==> config.mk <==
export PLATFORM = sky130hd
export DESIGN_NAME = pool_seq_ctrl
export DESIGN_NICKNAME = d
export VERILOG_FILES = /design/src/rtl/pool_pkg.sv /design/src/rtl/pool_win_cnt.sv /design/src/rtl/pool_seq_ctrl.sv
export SDC_FILE = /design/constraint.sdc
export NUM_CORES = 1
export LEC_CHECK = 0
export ABC_AREA = 1
export CAP_MARGIN = 30
export CORE_MARGIN = 2
export CORE_UTILIZATION = 36
export CTS_CLUSTER_DIAMETER = 40
export CTS_CLUSTER_SIZE = 40
export DETAILED_ROUTE_END_ITERATION = 7
export HOLD_SLACK_MARGIN = 0.06
export PLACE_DENSITY_LB_ADDON = 0.15
export SYNTH_ARGS = -nofsm -noshare
export SYNTH_HDL_FRONTEND = slang
export SYNTH_SLANG_ARGS = --single-unit
==> constraint.sdc <==
create_clock -name CLK -period 1.3 [get_ports CLK]
set_input_delay 0.26 -clock CLK [delete_from_list [all_inputs] [get_ports CLK]]
set_output_delay 0.26 -clock CLK [all_outputs]
set_load 0.02 [all_outputs]
==> src/rtl/pool_pkg.sv <==
// pool_pkg: control codes and state encoding shared by the PoolingALU decoder and pool_seq_ctrl
package pool_pkg;
    localparam logic [3:0] CLR = 4'b1000;
    localparam logic [3:0] NOP = 4'b0000;
    localparam logic [3:0] ACC = 4'b0001;
    localparam logic [3:0] RED = 4'b0010;
    typedef enum logic [2:0] {IDLE, CLEAR, ACCUM, REDUCE, OUTPUT} state_t;
endpackage

==> src/rtl/pool_win_cnt.sv <==
// pool_win_cnt: loadable down-counter with terminal flag (cnt==0)
// Ports: CLK/RST clock and sync reset; load/ld_val load a start value;
//        dec steps down (holds at 0); cnt current value; term high at 0.
module pool_win_cnt #(
    parameter int N = 3
) (
    input  logic         CLK,
    input  logic         RST,
    input  logic         load,
    input  logic [N-1:0] ld_val,
    input  logic         dec,
    output logic [N-1:0] cnt,
    output logic         term
);
    always_ff @(posedge CLK) begin
        if (RST) cnt <= '0;
        else if (load) cnt <= ld_val;
        else if (dec && cnt != '0) cnt <= cnt - N'(1);
    end
    assign term = cnt == '0;
endmodule

==> src/rtl/pool_seq_ctrl.sv <==
// pool_seq_ctrl: KxK max-pooling sequencer driving one PoolingALU column
// Ports: CLK/RST clock and sync reset; start/k_size/n_win job launch;
//        in_valid/in_ready column input handshake; alu_ctrl/alu_max ALU side;
//        out_valid/out_ready/res_data result handshake; busy, done status.
// Optional: POOL_SEQ_PERF_EN adds stall_cnt, a saturating stall-cycle counter.
module pool_seq_ctrl
    import pool_pkg::*;
#(
    parameter int W    = 4,
    parameter int KMAX = 4,
    parameter int NW   = 8
) (
    input  logic          CLK,
    input  logic          RST,
    input  logic          start,
    input  logic [2:0]    k_size,
    input  logic [NW-1:0] n_win,
    input  logic          in_valid,
    output logic          in_ready,
    output logic [3:0]    alu_ctrl,
    input  logic [W-1:0]  alu_max,
    output logic          out_valid,
    input  logic          out_ready,
    output logic [W-1:0]  res_data,
    output logic          busy,
`ifdef POOL_SEQ_PERF_EN
    output logic [15:0]   stall_cnt,
`endif
    output logic          done
);
    localparam logic [2:0] KM = 3'(KMAX);
    state_t state, nxt;
    logic [2:0] k_reg, col_cnt, red_cnt;
    logic [NW-1:0] n_reg, win_cnt;
    logic clr_hold, col_term, red_term;
    logic go, col_acc, col_last, red_last, win_acc, job_end;
    assign go       = state == IDLE && start;
    assign col_acc  = state == ACCUM && in_valid;
    assign col_last = col_acc && col_term;
    assign red_last = state == REDUCE && red_term;
    assign win_acc  = state == OUTPUT && out_valid && out_ready;
    assign job_end  = win_acc && (win_cnt + NW'(1) == n_reg);
    always_ff @(posedge CLK) begin
        if (RST) state <= IDLE;
        else state <= nxt;
    end
    always_comb begin
        nxt = state;
        case (state)
            IDLE:    nxt = start ? CLEAR : IDLE;
            CLEAR:   nxt = ACCUM;
            ACCUM:   nxt = col_last ? REDUCE : ACCUM;
            REDUCE:  nxt = red_term ? OUTPUT : REDUCE;
            OUTPUT:  nxt = win_acc ? (job_end ? IDLE : CLEAR) : OUTPUT;
            default: nxt = IDLE;
        endcase
    end
    // clr_hold keeps the ALU clearing in the cycle right after a reset.
    always_comb begin
        busy     = state != IDLE;
        in_ready = state == ACCUM;
        alu_ctrl = NOP;
        case (state)
            IDLE:    alu_ctrl = clr_hold ? CLR : NOP;
            CLEAR:   alu_ctrl = CLR;
            ACCUM:   alu_ctrl = in_valid ? ACC : NOP;
            REDUCE:  alu_ctrl = RED;
            default: alu_ctrl = NOP;
        endcase
    end
    always_ff @(posedge CLK) begin
        if (RST) begin
            clr_hold  <= 1'b1;
            k_reg     <= '0;
            n_reg     <= '0;
            win_cnt   <= '0;
            res_data  <= '0;
            out_valid <= 1'b0;
            done      <= 1'b0;
        end else begin
            clr_hold <= 1'b0;
            done     <= job_end;
            if (go) begin
                k_reg   <= k_size < 3'd2 ? 3'd2 : (k_size > KM ? KM : k_size);
                n_reg   <= n_win;
                win_cnt <= '0;
            end
            if (win_acc) win_cnt <= win_cnt + NW'(1);
            // alu_max already reflects the final reduction during the last RED cycle.
            if (red_last) res_data <= alu_max;
            out_valid <= red_last ? 1'b1 : (win_acc ? 1'b0 : out_valid);
        end
    end
    pool_win_cnt #(.N(3)) u_col (
        .CLK(CLK), .RST(RST), .load(state == CLEAR), .ld_val(k_reg - 3'd1),
        .dec(col_acc), .cnt(col_cnt), .term(col_term)
    );
    pool_win_cnt #(.N(3)) u_red (
        .CLK(CLK), .RST(RST), .load(col_last), .ld_val(k_reg - 3'd2),
        .dec(state == REDUCE), .cnt(red_cnt), .term(red_term)
    );
`ifdef POOL_SEQ_PERF_EN
    always_ff @(posedge CLK) begin
        if (RST || go) stall_cnt <= '0;
        else if (((state == ACCUM && !in_valid) || (state == OUTPUT && out_valid && !out_ready))
                 && stall_cnt != 16'hFFFF)
            stall_cnt <= stall_cnt + 16'd1;
    end
`endif
endmodule

Yosys cells after proc, flatten, opt, wreduce, memory -nomap -nowiden
Cells that the tools add are included.
{ "word_totals": {"out_inout_bits": 12, "register_bits": 35, "ram_bits": 0, "inputBits": 20, "rom_bits": 0, "latchBits": 0, "elab_cells": 61, "n_memories": 0} }
{ "classes": {"mul": 0, "bitwise": 0, "n_addsub": 5, "mux": 20, "reduce_logical": 19, "div_mod_pow": 0, "magnitude_cmp": 2, "eq_ne": 5, "shift": 0} }
{ "op_table": {"columns": ["operator", "n"], "rows": [
  ["3-bit two-way mux", 8],
  ["8-bit two-way mux", 2],
  ["4-bit case mux with 4 select lines", 1],
  ["3-bit case mux with 5 select lines", 1],
  ["1-bit logical AND", 9],
  ["3-bit zero test", 3],
  ["3-bit nonzero test", 3],
  ["3-bit by 1-bit subtractor with 3-bit output, second input constant", 3],
  ["8-bit by 1-bit adder with 8-bit output, second input constant", 1],
  ["8-bit == test", 1],
  ["2-bit nonzero test", 4],
  ["1-bit two-way mux", 7],
  ["3-bit by 2-bit == test with 1-bit output, second input constant", 2],
  ["4-bit two-way mux", 1],
  ["3-bit by 1-bit == test with 1-bit output, second input constant", 1],
  ["3-bit == test, second input constant", 1],
  ["3-bit greater-than comparator, second input constant", 1],
  ["3-bit by 2-bit less-than comparator with 1-bit output, second input constant", 1],
  ["3-bit by 2-bit subtractor with 3-bit output, second input constant", 1]
]} }

Logic depth before layout (Yosys ltp)
Gate-level depths: netlist of run 1.
{ "depth": {"ltp_word": 7, "mapped_depth": 12, "depth_no_buf": 12} }

Cells and area by module
Synthesis of run 1 repeated with hierarchy kept, for this count alone.
{ "hier_totals": {"cells_unflattened": 276, "hier_area_um2": 1850.5} }
{ "modules_own_cells": {"columns": ["module", "seq_area_each_um2", "cells_each", "instances", "area_each_um2"], "rows": [
  ["pool_seq_ctrl", 580.6, 208, 1, 1447.6],
  ["pool_win_cnt", 60.1, 34, 2, 201.4]
]} }

Worst setup path before layout of run 1
OpenSTA, ideal clock, no wires.
{ "synth_timing": {"path_kind": "reg-to-reg", "from": "register state[2]", "to": "register u_col.cnt[2]", "n_path_buf": 0, "setup_time_ns": 0.116, "t_arrival_ns": 1.286, "path_slack_ns": -0.101, "synth_period_minus_slack_ns": 1.401, "stages_incl_launch_ff": 10, "required_ns": 1.184, "cell_sequence": "dfxtp_1 inv_2 nand3_1 inv_1 nand2_1 o21ai_0 ha_1 xor2_1 nor2_1 nor2_1"} }
{ "synth_via": {"elab_chain_len": 4, "word_cells_on_any_way": 6, "cone_classes": "eq/ne: 2; mux: 1; reduce/logical: 3"} }
{ "synth_rtl": {"columns": ["item", "line", "text"], "rows": [
  ["from (decl)", "pool_seq_ctrl.sv:32", "state_t state, nxt;"],
  ["from (signal assigned)", "pool_seq_ctrl.sv:45", "else state <= nxt;"],
  ["3-bit by 2-bit == test with 1-bit output", "pool_seq_ctrl.sv:38", "assign col_acc = state == ACCUM && in_valid;"],
  ["1-bit logical AND", "pool_seq_ctrl.sv:38", null],
  ["1-bit logical AND", "pool_win_cnt.sv:18", "else if (dec && cnt != '0) cnt <= cnt - N'(1);"],
  ["2-bit nonzero test (no line)", null, null],
  ["to (signal assigned)", "pool_win_cnt.sv:17", "else if (load) cnt <= ld_val;"],
  ["to (signal assigned)", "pool_win_cnt.sv:18", null],
  ["to (decl)", "pool_win_cnt.sv:12", "output logic [N-1:0] cnt,"]
]} }
Parallel ways exist; a longest one is shown, timed or not.
A chain may end at the register's enable or synchronous reset.

Worst setup path in the final report of run 1
{ "layout_timing": {"from": "register win_cnt[1]", "to": "register state[0]"} }
{ "layout_via": {"elab_chain_len": 6} }
{ "layout_rtl": {"columns": ["item", "line", "text"], "rows": [
  ["from (decl)", "pool_seq_ctrl.sv:34", "logic [NW-1:0] n_reg, win_cnt;"],
  ["from (signal assigned)", "pool_seq_ctrl.sv:88", "if (win_acc) win_cnt <= win_cnt + NW'(1);"],
  ["8-bit by 1-bit adder with 8-bit output", "pool_seq_ctrl.sv:42", "assign job_end = win_acc && (win_cnt + NW'(1) == n_reg);"],
  ["8-bit == test", "pool_seq_ctrl.sv:42", null],
  ["1-bit logical AND", "pool_seq_ctrl.sv:42", null],
  ["1-bit two-way mux", "pool_seq_ctrl.sv:54", "OUTPUT: nxt = win_acc ? (job_end ? IDLE : CLEAR) : OUTPUT;"],
  ["3-bit two-way mux", "pool_seq_ctrl.sv:54", null],
  ["3-bit case mux with 5 select lines", "pool_seq_ctrl.sv:49", "case (state)"]
]} }
Every way passes these cells.

==> load_flow_metrics.sql, run 1 <==
INSERT INTO impl_metrics (metric_group, metric, value, unit) VALUES
('logic_synthesis', 'yosysSeqAreaShare', '39.7', '%'),
('finish', 'finish.cell_count_without_fillers', '394', ''),
('drt', 'route.final.wire_length', '4.23', 'mm'),
('job', 'max_cap_viols', '0', ''),
('power', 'leakage_power_figure', '1.18', 'nW'),
('logic_synthesis', 'synth-edff-count', '0', ''),
('worst_hold_path', 'min_from', 'n_reg[7]', ''),
('timing', 'report.final.hold_viol_count', '0', ''),
('cts', 'tritoncts', 'built', ''),
('floorplanning', 'die_height', '74.0', 'um'),
('logic_synthesis', 'synth_async_sr_flop_share', '0', '%'),
('floorplanning', 'i_o_pin_count', '32', ''),
('timing', 'layout_setup_ws', '-158', 'ps'),
('power', 'ir_drop', '0.504', 'mV'),
('timing', 'final_max_slew_viol_count', '0', ''),
('logic_synthesis', 'synthFlopType', 'dfxtp_1', ''),
('timing', 'achievable-frequency', '0.686', 'GHz'),
('drt', 'drt_first_iter_violations', '35', ''),
('drt', 'wl_per_cell', '10.7', 'um'),
('global_route', 'initial_antenna_violation_count', '0', ''),
('timing', 'whs', '471', 'ps'),
('setup_path', 'slowest_stage', 'dfxtp_4', ''),
('logic_synthesis', 'syn-mean-instance-area', '6.89', 'sq um'),
('global_route', 'groute.usage.overall', '16.5', '%'),
('finish', 'antenna-diode-count', '0', ''),
('logic_synthesis', 'ys.warnings.count', '0', ''),
('global_route', 'grt_pass1_wl', '6.98', 'mm'),
('finish', 'synthToLayoutAreaGrowth', '53.8', '%'),
('place', 'io_buffers', '30', ''),
('setup_path', 'start_kind', 'register', ''),
('setup_path', 'worstPathRequired', '1480', 'ps'),
('timing', 'unrepaired_setup_endpoints_after_global_routing', 'true', ''),
('drt', 'drt_first_pass_iters', '4', ''),
('setup_path', 'critical_path_arrival', '1640', 'ps'),
('global_route', 'largest_net_degree_at_the_start_of_global_routing', '21', ''),
('logic_synthesis', 'syn-cell-area', '0.00176', 'sq mm'),
('cts', 'cts_max_level', '2', ''),
('setup_path', 'critical_path.max_stage_delay', '370', 'ps'),
('setup_path', 'worstSetupPathType', 'reg2reg', ''),
('floorplanning', 'die_w', '74.0', 'um'),
('floorplanning', 'fp.coreArea', '0.00472', 'sq mm'),
('setup_path', 'crit_start', 'win_cnt[1]', ''),
('global_route', 'overflow', '0', ''),
('timing', 'clock-skew-final', '6.99', 'ps'),
('cts', 'cts.sink_count', '35', ''),
('timing', 'finalSetupViolCount', '10', ''),
('place', 'place_hpwl', '3.07', 'mm'),
('cts', 'cts_hold_buffers', '0', ''),
('finish', 'drive_gt1_share', '33.6', '%'),
('setup_path', 'crit_path_cell_trace', 'ha_4 -> xnor2_2 -> nand2_1 -> nor2_2 -> nand3_2 -> nor2_1 -> nand2_1 -> nand2_1 -> a21oi_2', ''),
('drt', 'route.antenna.remaining_nets', '0', ''),
('outcome', 'status', 'complete, but fails checks', ''),
('cts', 'cts-root-to-sink-buffers', '2', ''),
('global_route', 'vias_in_the_first_global_route', '1685', ''),
('cts', 'clockRootBuffer', 'clkbuf_8', ''),
('place', 'place_worst_setup_slack', '-435', 'ps'),
('drt', 'route.detailed.vias_per_inst', '4.55', ''),
('finish', 'final_core_utilization', '57.5', '%'),
('power', 'total_power_divided_by_cell_area', '986', 'mW/mm^2'),
('timing', 'setup-tns-final', '-649', 'ps'),
('setup_path', 'critPathCaptureType', 'register', ''),
('floorplanning', 'initial_utilization', '37.4', '%'),
('setup_path', 'worst-path-max-fanout', '3', ''),
('logic_synthesis', 'synth_cell_types', '33', ''),
('finish', 'finalNetCount', '350', ''),
('floorplanning', 'die-area', '0.00548', 'sq mm'),
('drt', 'vias', '1792', ''),
('place', 'post_place_cells', '383', ''),
('logic_synthesis', 'synthCells', '256', ''),
('drt', 'drt_drc_violations_left', '0', ''),
('floorplanning', 'row_count', '25', ''),
('cts', 'tritoncts.num_buffers', '5', ''),
('logic_synthesis', 'ffs_latches_synth', '35', ''),
('worst_hold_path', 'hp-class', 'reg2reg', ''),
('logic_synthesis', 'mappedNetlistNets', '280', ''),
('setup_path', 'critical-path-top-delay-family', 'simple AND/OR/NAND/NOR gates', ''),
('cts', 'cts.clk_slew.worst_paths', '80', 'ps'),
('setup_path', 'critPathMostFrequentCell', 'nand2_1', ''),
('setup_path', 'timing.rr.start', 'win_cnt[1]', ''),
('timing', 'period_needed', '1460', 'ps'),
('outcome', 'violations', 'setup timing', ''),
('place', 'gp_routability_congestion', '0.837', ''),
('setup_path', 'worst-path-buf-inv', '0', ''),
('cts', 'worst_skew_pair.late_latency', '290', 'ps'),
('timing', 'final_min_period_over_clock_period', '112', '%');
-- timing repair --
action / in CTS / in global routing
pin swaps: 2 / 13
buffers inserted: 2 / 1
resized for setup: 63 / 45
endpoints found under the setup margin: 31 / 33
-- worst reg2reg max path, delay by kind of cell (launching register included) --
family,cells,cell delay [ps]
AOI/OAI and AO/OA,1,60
adders and majority gates,1,270
xor gates and xnor gates,1,100
and+or+nand+nor,6,540
DFF,1,370
-- power breakdown --
part | internal (mW) | total, mW | switching, mW
combinational | 0.305 | 0.619 | 0.314
sequential | 1.14 | 1.19 | 0.0510
clock | 0.433 | 0.869 | 0.436
-- per-layer routing --
layer	vias to the layer above	global-route usage, %	share of wire [%]
li1	959	-	-
met1	809	19.3	44
met2	20	28.9	52
met3	4	4.07	2.7
met4	0	6.67	1.2
met5	-	0	0
-- metrics by stage --
step                instance area (sq um)  power (mW)
global placement                     2410        1.75
detailed placement                   2410        1.75
CTS                                  2620        2.67
global route                         2710        2.83
floorplan                            1800        1.50
finish                               2710        2.68
-- cells in the mapped netlist (all sizes together) (3+ instances only) --
library cell  number  area share [%]
nand2             60              13
inv               36             7.7
dfxtp             35              40
o21ai             20             5.9
nand3             25             7.4
a21oi             24             7.2
a211oi             3             1.3
xnor2              3             1.5
nor3               4             2.1
clkbuf             4            0.92
nor2              26             6.2
ha                 4             2.8
-- placed cells by master, fill, tap and decap left out, drive strengths merged --
| cell | instances |
|---|---|
| clkbuf | 7 |
| o21bai | 1 |
| ha | 4 |
| clkdlybuf4s50 | 19 |
| conb | 1 |
| dlygate4sd2 | 5 |
| or2 | 1 |
| nor3 | 4 |
| clkinv | 1 |
| nor2 | 26 |
| nand3 | 25 |
| nand2 | 60 |
| a21oi | 24 |
| xnor2 | 3 |
| a31oi | 2 |
| a211oi | 3 |
| nand3b | 1 |
| dfxtp | 35 |
| clkinvlp | 1 |
| inv | 37 |
| xor2 | 2 |
| o21ai | 20 |
| nand4 | 1 |
| buf | 44 |
-- path summary, 6_finish.rpt --
| kind | cells past startpoint | endpoint | slack, ps |
|---|---|---|---|
| setup / recovery | 9 | state[0] | -160 |
| hold / removal | 2 | n_reg[7] | 470 |
| setup reg to reg | 9 | state[0] | -160 |
| hold reg to reg | 2 | n_reg[7] | 470 |
-- area by class of cell --
cell class	count	area (sq um)
Fill cell	450	2010
Multi-Input combinational cell	178	1070
Sequential cell	35	714
Timing Repair Buffer	69	599
Inverter	37	149
Tap cell	67	83.8
Clock buffer	6	82.6
Clock inverter	2	16.3
-- kinds of logic after synthesis --
logic type	synth area share, %
simple gates	29.7
compound gates	15.5
buf+inv	9.50
flops	39.7
xor+xnor	2.48
fa+ha+maj	2.84
other cells	0.213
Note: power is estimated with default switching activity, not from simulation.
==> inputs of run 2 (changes only) <==
CORE_UTILIZATION = 35   (was 36)
RECOVER_POWER = 100   (was not set)
==> run 2 against run 1 <==
Net effect:
- the flow still finishes with violations (setup timing)
- critical path depth did not move
- register-to-register slack got worse by 40 ps
- utilization rose by 6.7 points
- hold slack got worse by 0.93 ps
- clock power rose by 36%
- clock skew fell by 1.3 ps
- non-clock buffer count rose by 11
- final area rose by 13%
- largest power group unchanged
==> load_flow_metrics.sql, run 2 (synthesized netlist as in run 1, its figures left out) <==
INSERT INTO impl_metrics (metric_group, metric, value, unit) VALUES
('cts', 'clockRootBuffer', 'clkbuf_8', ''),
('floorplanning', 'die_height', '75.0', 'um'),
('finish', 'finalNetCount', '361', ''),
('setup_path', 'critical-path-top-delay-family', 'simple AND/OR/NAND/NOR gates', ''),
('finish', 'multiInputGateArea', '0.00123', 'sq mm'),
('timing', 'final_max_slew_viol_count', '0', ''),
('power', 'totalPowerFinal', '3.18', 'mW'),
('cts', 'cts_hold_buffers', '0', ''),
('cts', 'cts.clk_slew.worst_paths', '70', 'ps'),
('worst_hold_path', 'hp-class', 'reg2reg', ''),
('setup_path', 'slowest_stage', 'dfxtp_4', ''),
('finish', 'drive_gt1_share', '44.7', '%'),
('cts', 'cts-root-to-sink-buffers', '2', ''),
('global_route', 'initial_antenna_violation_count', '0', ''),
('cts', 'worst_skew_pair.late_latency', '300', 'ps'),
('place', 'place_hpwl', '3.12', 'mm'),
('global_route', 'grt_pass1_wl', '7.36', 'mm'),
('place', 'io_buffers', '30', ''),
('setup_path', 'rr_endpoint', 'done', ''),
('drt', 'route.final.wire_length', '4.76', 'mm'),
('global_route', 'overflow', '0', ''),
('setup_path', 'critical_path.max_stage_delay', '370', 'ps'),
('global_route', 'vias_in_the_first_global_route', '1757', ''),
('worst_hold_path', 'hold_path_end', 'n_reg[7]', ''),
('power', 'total_power_divided_by_cell_area', '1030', 'mW/mm^2'),
('outcome', 'violations', 'setup timing', ''),
('worst_hold_path', 'whs_path_depth', '2', ''),
('cts', 'cts_max_level', '2', ''),
('setup_path', 'start_kind', 'register', ''),
('floorplanning', 'die-area', '0.00562', 'sq mm'),
('drt', 'wl_per_cell', '11.7', 'um'),
('place', 'gp_routability_congestion', '0.806', ''),
('setup_path', 'timing.reg2reg.setup_slack', '-200', 'ps'),
('global_route', 'largest_net_degree_at_the_start_of_global_routing', '15', ''),
('timing', 'achievable-frequency', '0.667', 'GHz'),
('timing', 'whs', '470', 'ps'),
('setup_path', 'reg2regPathDepth', '9', ''),
('drt', 'route.antenna.remaining_nets', '0', ''),
('power', 'leakage_power_figure', '1.28', 'nW'),
('finish', 'seq_area', '723', 'sq um'),
('timing', 'layout_setup_ws', '-200', 'ps'),
('finish', 'leading_cell_type_in_the_layout_fill_and_taps_excluded', 'nand2_1', ''),
('timing', 'unrepaired_setup_endpoints_after_global_routing', 'true', ''),
('floorplanning', 'row_count', '25', ''),
('timing', 'report.final.hold_viol_count', '0', ''),
('setup_path', 'worst-path-buf-inv', '1', ''),
('setup_path', 'timing.rr.start', 'win_cnt[1]', ''),
('finish', 'synthToLayoutAreaGrowth', '74.1', '%'),
('timing', 'final_min_period_over_clock_period', '115', '%'),
('timing', 'period_needed', '1500', 'ps'),
('drt', 'route.detailed.vias_per_inst', '4.67', ''),
('outcome', 'status', 'complete, but fails checks', ''),
('worst_hold_path', 'min_from', 'n_reg[7]', ''),
('setup_path', 'worstPathRequired', '1520', 'ps'),
('finish', 'mostFrequentLayoutCells', 'nand2_1 (42), buf_4 (33), dfxtp_1 (27)', ''),
('setup_path', 'worst-path-max-fanout', '4', ''),
('floorplanning', 'fp.coreArea', '0.00479', 'sq mm'),
('job', 'max_cap_viols', '0', ''),
('setup_path', 'worstSetupPathType', 'reg2reg', ''),
('timing', 'clock-skew-final', '5.65', 'ps'),
('cts', 'tritoncts.num_buffers', '5', ''),
('floorplanning', 'initial_utilization', '36.9', '%'),
('finish', 'antenna-diode-count', '0', ''),
('drt', 'vias', '1891', ''),
('timing', 'finalSetupViolCount', '24', ''),
('setup_path', 'crit_path_cell_trace', 'ha_4 -> xnor2_2 -> nand2_1 -> nor2_2 -> nand3_2 -> nor2_1 -> nand2_1 -> buf_4 -> nor3_2', ''),
('power', 'ir_drop', '0.785', 'mV'),
('setup_path', 'critical_path_arrival', '1720', 'ps'),
('drt', 'drt_first_pass_iters', '6', ''),
('drt', 'drt_first_iter_violations', '93', ''),
('cts', 'cts.sink_count', '35', ''),
('global_route', 'groute.usage.overall', '17.1', '%'),
('cts', 'tritoncts', 'built', ''),
('finish', 'fill_cells', '427', ''),
('floorplanning', 'i_o_pin_count', '32', ''),
('setup_path', 'critPathCaptureType', 'register', ''),
('setup_path', 'critPathMostFrequentCell', 'nand2_1', ''),
('drt', 'drt_drc_violations_left', '0', ''),
('floorplanning', 'die_w', '75.0', 'um');
## run 2: metal layers
metal,GRT usage [%],vias to the layer above,part of all wire [%]
li1,-,984,-
met1,19.9,887,43
met2,30.8,16,53
met3,4.82,4,2.5
met4,4.76,0,1.0
met5,0,-,0
## run 2: what timing repair did
action | 4_1_cts | 5_1_grt
gates cloned | 0 | 0
resized for setup | 95 | 82
endpoints found under the setup margin | 30 | 38
pin swaps | 16 | 25
buffers inserted | 8 | 5
## run 2: worst reg2reg max path, cell delays in order, from the launching register on
cell	delay (ps)
dfxtp_4	370
ha_4	280
xnor2_2	100
nand2_1	80
nor2_2	120
nand3_2	80
nor2_1	90
nand2_1	90
buf_4	140
nor3_2	80
## run 2: final cells by class
cell class	instances	area share (%)
inverter	37	5.42
tap	67	2.73
clock inverter	2	1.96
clock buffer	6	2.36
sequential	35	23.5
multi-input combinational	178	39.9
timing repair buffer	80	24.1
## run 2: stage by stage
stage | area [sq um] | instances | setup TNS [ps] | setup WS, ps | util [%]
after floorplan | 1800 | 256 | -58.8 | -49.0 | -
final | 3070 | 405 | -1620 | -200 | 64.2
after global routing | 3070 | 405 | -3990 | -308 | 64.2
after detailed placement | 2430 | 385 | -3960 | -429 | 50.8
after global placement | 2430 | 385 | -3860 | -435 | 50.8
after CTS | 2780 | 401 | -971 | -190 | 58.1
## run 2: worst max-delay path by stage
stage,start,end,depth (start not counted)
2_1_floorplan,state[2],u_col.cnt[2],9
3_3_place_gp,in_valid,alu_ctrl[0],4
3_5_place_dp,in_valid,alu_ctrl[0],4
4_1_cts,win_cnt[1],done,12
5_1_grt,win_cnt[1],done,10
6_report,win_cnt[1],done,9
## run 2: report_power, final
| group | switching (mW) | total (mW) | internal (mW) |
|---|---|---|---|
| Combinational | 0.415 | 0.814 | 0.399 |
| Clock | 0.411 | 1.18 | 0.767 |
| Sequential | 0.0526 | 1.19 | 1.13 |
==> inputs of run 3 (changes only) <==
CAP_MARGIN = 20   (was 30)
PLACE_DENSITY_LB_ADDON = not set   (was 0.15)
==> run 3 against run 2 <==
Net effect:
- the run still ends with setup timing left
- register-to-register slack gained 40 ps
- non-clock buffer count shrank 10
- worst setup slack gained 39 ps
- largest cell class unchanged
- largest power group unchanged
- highest routed layer unchanged
==> load_flow_metrics.sql, run 3 (synthesized netlist as in run 1, its figures left out) <==
INSERT INTO impl_metrics (metric_group, metric, value, unit) VALUES
('drt', 'vias', '1818', ''),
('global_route', 'largest_net_degree_at_the_start_of_global_routing', '13', ''),
('finish', 'mostFrequentLayoutCells', 'nand2_1 (48), buf_4 (30), inv_1 (27), dfxtp_1 (27)', ''),
('finish', 'leading_cell_type_in_the_layout_fill_and_taps_excluded', 'nand2_1', ''),
('power', 'leakage_power_figure', '1.19', 'nW'),
('timing', 'finalSetupViolCount', '15', ''),
('setup_path', 'crit_path_cell_trace', 'ha_4 -> nand2_4 -> nor2_4 -> nand3_2 -> nand3_2 -> nand3_2 -> nor2_2 -> nand2_2 -> nand2_2 -> a21oi_2', ''),
('setup_path', 'reg2regPathDepth', '10', ''),
('timing', 'unrepaired_setup_endpoints_after_global_routing', 'true', ''),
('setup_path', 'worst-path-max-fanout', '4', ''),
('floorplanning', 'die_height', '75.0', 'um'),
('timing', 'layout_setup_ws', '-161', 'ps'),
('place', 'gp_routability_congestion', '0.849', ''),
('setup_path', 'start_kind', 'register', ''),
('floorplanning', 'fp.coreArea', '0.00479', 'sq mm'),
('cts', 'cts-root-to-sink-buffers', '2', ''),
('worst_hold_path', 'hp-class', 'reg2reg', ''),
('drt', 'route.antenna.remaining_nets', '0', ''),
('finish', 'finalNetCount', '351', ''),
('setup_path', 'slowest_stage', 'dfxtp_4', ''),
('power', 'total_power_divided_by_cell_area', '930', 'mW/mm^2'),
('place', 'place_worst_setup_slack', '-450', 'ps'),
('setup_path', 'timing.rr.start', 'win_cnt[0]', ''),
('setup_path', 'critical_path.max_stage_delay', '370', 'ps'),
('finish', 'finish.cell_count_without_fillers', '395', ''),
('finish', 'synthToLayoutAreaGrowth', '59.1', '%'),
('worst_hold_path', 'whs_path_depth', '2', ''),
('global_route', 'initial_antenna_violation_count', '0', ''),
('timing', 'final_max_slew_viol_count', '0', ''),
('finish', 'drive_gt1_share', '36.6', '%'),
('setup_path', 'worstSetupPathType', 'reg2reg', ''),
('worst_hold_path', 'min_from', 'n_reg[5]', ''),
('setup_path', 'worstPathRequired', '1480', 'ps'),
('global_route', 'vias_in_the_first_global_route', '1719', ''),
('setup_path', 'rr_endpoint', 'state[0]', ''),
('global_route', 'overflow', '0', ''),
('power', 'ir_drop', '0.611', 'mV'),
('cts', 'clockRootBuffer', 'clkbuf_8', ''),
('drt', 'drt_drc_violations_left', '0', ''),
('floorplanning', 'die_w', '75.0', 'um'),
('drt', 'drt_first_iter_violations', '35', ''),
('floorplanning', 'initial_utilization', '36.9', '%'),
('setup_path', 'critical-path-top-delay-family', 'simple AND/OR/NAND/NOR gates', ''),
('outcome', 'status', 'complete, but fails checks', ''),
('floorplanning', 'i_o_pin_count', '32', ''),
('drt', 'route.final.wire_length', '4.48', 'mm'),
('worst_hold_path', 'hold_path_end', 'n_reg[5]', ''),
('timing', 'report.final.hold_viol_count', '0', ''),
('cts', 'cts.clk_slew.worst_paths', '70', 'ps'),
('finish', 'fill_cells', '459', ''),
('setup_path', 'timing.reg2reg.setup_slack', '-160', 'ps'),
('place', 'place_hpwl', '3.12', 'mm'),
('setup_path', 'path_depth', '10', ''),
('cts', 'cts.sink_count', '35', ''),
('setup_path', 'critical_path_arrival', '1640', 'ps'),
('place', 'post_place_cells', '382', ''),
('cts', 'tritoncts.num_buffers', '5', ''),
('timing', 'period_needed', '1460', 'ps'),
('timing', 'achievable-frequency', '0.685', 'GHz'),
('drt', 'route.detailed.vias_per_inst', '4.60', ''),
('cts', 'tritoncts', 'built', ''),
('place', 'io_buffers', '30', ''),
('cts', 'worst_skew_pair.late_latency', '290', 'ps'),
('job', 'max_cap_viols', '0', ''),
('drt', 'drt_first_pass_iters', '4', ''),
('global_route', 'groute.usage.overall', '16.6', '%'),
('outcome', 'violations', 'setup timing', ''),
('floorplanning', 'die-area', '0.00562', 'sq mm'),
('setup_path', 'worst-path-buf-inv', '0', ''),
('timing', 'final_min_period_over_clock_period', '112', '%'),
('global_route', 'grt_pass1_wl', '7.07', 'mm'),
('timing', 'clock-skew-final', '3.10', 'ps'),
('floorplanning', 'row_count', '25', ''),
('cts', 'cts_max_level', '2', ''),
('finish', 'antenna-diode-count', '0', ''),
('drt', 'wl_per_cell', '11.4', 'um'),
('setup_path', 'critPathMostFrequentCell', 'nand3_2', ''),
('cts', 'cts_hold_buffers', '0', ''),
('setup_path', 'critPathCaptureType', 'register', '');
## run 3: cell type report
type	count	area (sq um)	area share, %
clock buffers	7	76.3	2.72
clock inverters	1	5.00	0.178
inverters	37	156	5.57
multi-input cells	178	1140	40.6
flip-flops and latches	35	721	25.7
well taps	67	83.8	2.99
repair buffers	70	624	22.2
## run 3: how the worst max path moves through the flow
stage / start / slack, ps / end
after floorplan: state[2] / -50 / u_col.cnt[2]
after global placement: in_valid / -430 / alu_ctrl[0]
after detailed placement: in_valid / -450 / alu_ctrl[0]
after CTS: win_cnt[0] / -140 / state[0]
after global routing: win_cnt[0] / -250 / state[0]
final: win_cnt[0] / -160 / state[0]
## run 3: worst register-to-register path, delay by kind of cell (launching register included)
family                   cells  cell delay (ps)
AO/OA/AOI/OAI                1               60
adder cells (fa/ha/maj)      1              160
flip-flops                   1              370
AND/OR/NAND/NOR              8              770
## run 3: repair_timing
item / CTS / global route
setup buffers: 3 / 2
resized for setup: 79 / 61
setup endpoints to repair: 35 / 31
pin swaps: 13 / 22
## run 3: where the power goes
group	internal, mW	leakage [nW]	switching, mW
sequential	1.13	0.291	0.0567
clock	0.376	0.0422	0.398
combinational	0.308	0.861	0.338
## run 3: routing by layer
layer / track usage [%] / vias up / part of all wire, %
met2: 27.9 / 23 / 51
met4: 7.94 / 0 / 2.2
met3: 4.95 / 9 / 3.3
li1: - / 968 / -
met5: 0 / - / 0
met1: 19.3 / 818 / 43
## run 3: through the flow
stage / TNS (ps) / power, mW / util [%] / hold WS [ps] / cell area (sq um)
2_1_floorplan: -58.8 / 1.50 / - / 288 / 1800
3_3_place_gp: -4070 / 1.73 / 50.3 / 459 / 2410
3_5_place_dp: -4280 / 1.73 / 50.3 / 462 / 2410
4_1_cts: -579 / 2.57 / 55.3 / 473 / 2650
5_1_grt: -3420 / 2.76 / 58.6 / 492 / 2810
6_report: -724 / 2.61 / 58.6 / 467 / 2810
